`config.mk`:
```
export PLATFORM = sky130hd
export DESIGN_NAME = mem_chk_match
export DESIGN_NICKNAME = d
export VERILOG_FILES = /design/src/rtl/mem_chk_match.sv
export SDC_FILE = /design/constraint.sdc
export NUM_CORES = 1
export LEC_CHECK = 0
export BUFFER_PORTS_ARGS = -buffer_cell sky130_fd_sc_hd__buf_2
export CAP_MARGIN = 20
export CORE_AREA = 2 2 329 331
export DETAILED_ROUTE_END_ITERATION = 10
export DIE_AREA = 0 0 331 333
export MAX_ROUTING_LAYER = met4
export PLACE_DENSITY = 0.31
export SLEW_MARGIN = 20
export SYNTH_ARGS = -nofsm -noshare
export SYNTH_HDL_FRONTEND = slang
export SYNTH_SLANG_ARGS = --single-unit
```
`constraint.sdc`:
```
create_clock -name vclk -period 2.75
set_input_delay 0.1375 -clock vclk [all_inputs]
set_output_delay 0.1375 -clock vclk [all_outputs]
set_load 0.01 [all_outputs]
```
`src/rtl/mem_chk_match.sv`:
```
// Priority address matcher: lowest valid slot whose address equals the store address.
// Latency: combinational.
// Backpressure: none, pure function of its inputs.
module mem_chk_match #(
    parameter int ADDR_W     = 32,
    parameter int DATA_W     = 32,
    parameter int NUM_CHECKS = 8,
    parameter int IDX_W      = 3
) (
    input  logic [NUM_CHECKS-1:0]        slot_vld,
    input  logic [NUM_CHECKS*ADDR_W-1:0] slot_addr_dat,
    input  logic [NUM_CHECKS*DATA_W-1:0] slot_data_dat,
    input  logic [NUM_CHECKS*DATA_W-1:0] slot_mask_dat,
    input  logic [ADDR_W-1:0]            st_addr,
    input  logic [DATA_W-1:0]            st_data,
    output logic                         hit_vld,
    output logic [IDX_W-1:0]             hit_idx,
    output logic                         data_ok
);

    // Walk from the top down so the lowest matching index is the last one written.
    always_comb begin
        hit_vld = 1'b0;
        hit_idx = '0;
        data_ok = 1'b0;
        for (int i = NUM_CHECKS - 1; i >= 0; i--) begin
            if (slot_vld[i] && (slot_addr_dat[i*ADDR_W +: ADDR_W] == st_addr)) begin
                hit_vld = 1'b1;
                hit_idx = IDX_W'(i);
                data_ok = (((st_data ^ slot_data_dat[i*DATA_W +: DATA_W])
                            & slot_mask_dat[i*DATA_W +: DATA_W]) == '0);
            end
        end
    end

endmodule

```
==> results.md <==
- The warning count from the yosys run is 0.
- The cell count of the worst hold path is 7.
- The leakage power total is 6.32 nW.
- The sum of routed wire length over all layers is 89.7 mm.
- The final worst setup slack is 149 ps.
- The initial cell density of the core is 6.40%.
- The finished cells cover 13,600 µm².
- At the pin with the least slew margin, the transition time is 613 ps.
- By startpoint and endpoint, the worst setup path is classified as in -> out.
- The worst pin sits at a relative slew slack of 59.0%.
- The area of the die is 110,000 µm².
- The post-placement cell count is 3,138.
- The post-synthesis cell type count is 31.
- The nature of the critical path endpoint is an output pin.
- The flow ran to the end, and the final reports show no timing, DRC or antenna violations.
- The synthesized cell area is 6830 µm².
- The final number of hold-violating endpoints is 0.
- Summed over all instances, the cell type with the most area after synthesis is sky130_fd_sc_hd__xor2_1.
- The clock network fraction of design power is 0%.
- The initial antenna violation count is 53.
- The launching element type of the critical path is an input port.
- The pin count of the biggest net entering global routing is 9.
- The net switching power is 1.25 mW.
- After global routing the overflow that remains totals 0.
- The average wire length per cell after detail routing is 28.4 µm.
- The routability-driven placement congestion ratio is 0.891.
- The routed design could run at a clock period as short as 2600 ps.
- The finished layout holds 3,157 standard cells, fillers aside.
- The HPWL after detailed placement is 84.7 mm.
- The post-route core utilization is 12.8%.
- The via count of the first global-routing pass is 11,300.
- The required time of the critical path is 2610 ps.
- The most frequent cell after synthesis is sky130_fd_sc_hd__xor2_1.
- The gate count of the mapped netlist is 859.
- Of all nets on the critical path, the largest fanout is 8.
- The final max-slew violation count came to 0.
- The floorplan core area is 107,000 µm².
- Ranked by total cell area, the synthesized netlist is headed by sky130_fd_sc_hd__xor2_1, sky130_fd_sc_hd__xnor2_1, sky130_fd_sc_hd__a22oi_1.
- Total power for the finished layout comes to 2.30 mW.
- The worst path arrival time is 2460 ps.
- The post-detailed-route via-to-cell ratio is 3.27.
- The average instance area after synthesis is 7.95 µm².
- The pre-CTS setup slack is -600 ps.
- Internal power comes to 1.05 mW.
- The tool flagged a number of max-cap violations equal to 0.
- Pin placement for this block handled 845 I/O pins.
- In the synthesized netlist, the cells that appear most often are sky130_fd_sc_hd__xor2_1, sky130_fd_sc_hd__xnor2_1, sky130_fd_sc_hd__a22oi_1.
- In this run the power density over the cells is 169 nW/µm².
- The net count of the mapped netlist is 1,699.
- The sequential area share after synthesis is 0%.
- The count of flip-flops and latches is 0.
- After layout, the worst path uses 94.6% of the clock period.
- The number of placement rows is 120.
- The die is 331 µm wide.
- The number of iterations in the first detailed-routing pass is 6.
- Of the total power, the share spent switching nets is 54.3%.
- Per report_power, the combinational group accounts for 100.0% of the total.
- The sequential standard cell area is 0 µm².
- The synthesized design devotes to its leading area cell type 43.2% of total area.
- For this run, the total global-route usage over all layers was measured as 15.8%.
- In this run, flip-flops and latches consume 0% of the power.
- The count of nets left with antenna violations once routing finished came out at 0.
- The tightest min-delay check is of the in -> out type.
- The area of placed instances is 13,300 µm².
- The fmax is 384 MHz.
- The routed layout has 10,300 vias.
- The worst vdd rail ir drop is 0.0491 mV.
- The post-detailed-route DRC marker count is 0.
- In the final layout, the share of cells above drive strength 1 is 56.2%.
- The first global-routing pass estimated 110 mm of wire.
- The number of design-rule violations left by the first detailed-router iteration is 364.
- The signed area change from the synthesized netlist to the final layout is 99.9%.
- The count of buffers inserted at the top-level ports is 845.
- For this run, the post-layout net count is 2,579.
- The die is 333 µm tall.
- Setup violations remaining at the end of the flow were counted as 0.
- The clock tree buffer count of the final layout is 0.
==> worst paths after layout <==
kind | startpoint | endpoint | slack [ps]
max | st_data[11] | data_ok | 150
min | slot_addr_dat[57] | hit_idx[0] | 1050
==> per-layer routing <==
metal  wire, µm  GRT usage [%]  vias to the layer above
met3       5230           2.42                       92
met4       2000           2.68                        0
li1           -              -                     4817
met1      34200           17.1                     4806
met2      48200           30.2                      599
met5          0              -                        -
==> layout make-up <==
cell class,instances,area [µm²]
inverter,1,3.75
tap,1403,1760
fill,12600,93000
timing repair buffer,942,5140
antenna,17,42.5
multi-input combinational,794,6700
==> critical path: stages <==
cell	delay, ps
sky130_fd_sc_hd__buf_2	400
sky130_fd_sc_hd__xor2_1	180
sky130_fd_sc_hd__a22o_1	220
sky130_fd_sc_hd__a221oi_1	250
sky130_fd_sc_hd__nand4_1	130
sky130_fd_sc_hd__buf_4	180
sky130_fd_sc_hd__nor4_4	320
sky130_fd_sc_hd__a211oi_4	100
sky130_fd_sc_hd__o311ai_4	320
sky130_fd_sc_hd__buf_2	200
==> metrics by stage <==
step | setup TNS [ps] | hold slack, ps
floorplan | 0 | 594
finish | 0 | 1050
global placement | -1940 | 1110
detailed placement | -1850 | 1130
global route | -4.93 | 1120
CTS | 0 | 1090
==> cell families after synthesis <==
family / synth area share, %
buf+inv: 5.52
compound gates: 15.7
xor+xnor: 65.8
simple gates: 13.0
==> power groups by stage <==
stage	clock (mW)	sequential [mW]	combinational, mW
5_1_grt	0.000000735	0	2.47
2_1_floorplan	0	0	0.899
3_5_place_dp	0	0	2.32
6_report	0.000000836	0	2.30
3_3_place_gp	0	0	2.34
4_1_cts	0	0	2.36
==> timing repair <==
action                                  4_1_cts  5_1_grt
buffers inserted                              3        0
hold buffers                                  0        0
pin swaps                                     8        6
cloned                                        0        0
resized for setup                            45       14
endpoints found under the setup margin        5        3
==> cell usage in the layout (no fill, tap or decap), types with 8 or more instances in the layout <==
cell type / instances
sky130_fd_sc_hd__buf_2: 825
sky130_fd_sc_hd__xor2_1: 335
sky130_fd_sc_hd__xnor2_1: 170
sky130_fd_sc_hd__a22oi_1: 103
sky130_fd_sc_hd__buf_4: 100
sky130_fd_sc_hd__nand4_1: 68
sky130_fd_sc_hd__nor4_1: 19
sky130_fd_sc_hd__diode_2: 17
sky130_fd_sc_hd__a22o_1: 12
sky130_fd_sc_hd__a221oi_1: 12
sky130_fd_sc_hd__nand3_1: 10
sky130_fd_sc_hd__buf_12: 10
sky130_fd_sc_hd__nor3_1: 8
Note: power is estimated with default switching activity, not from simulation.
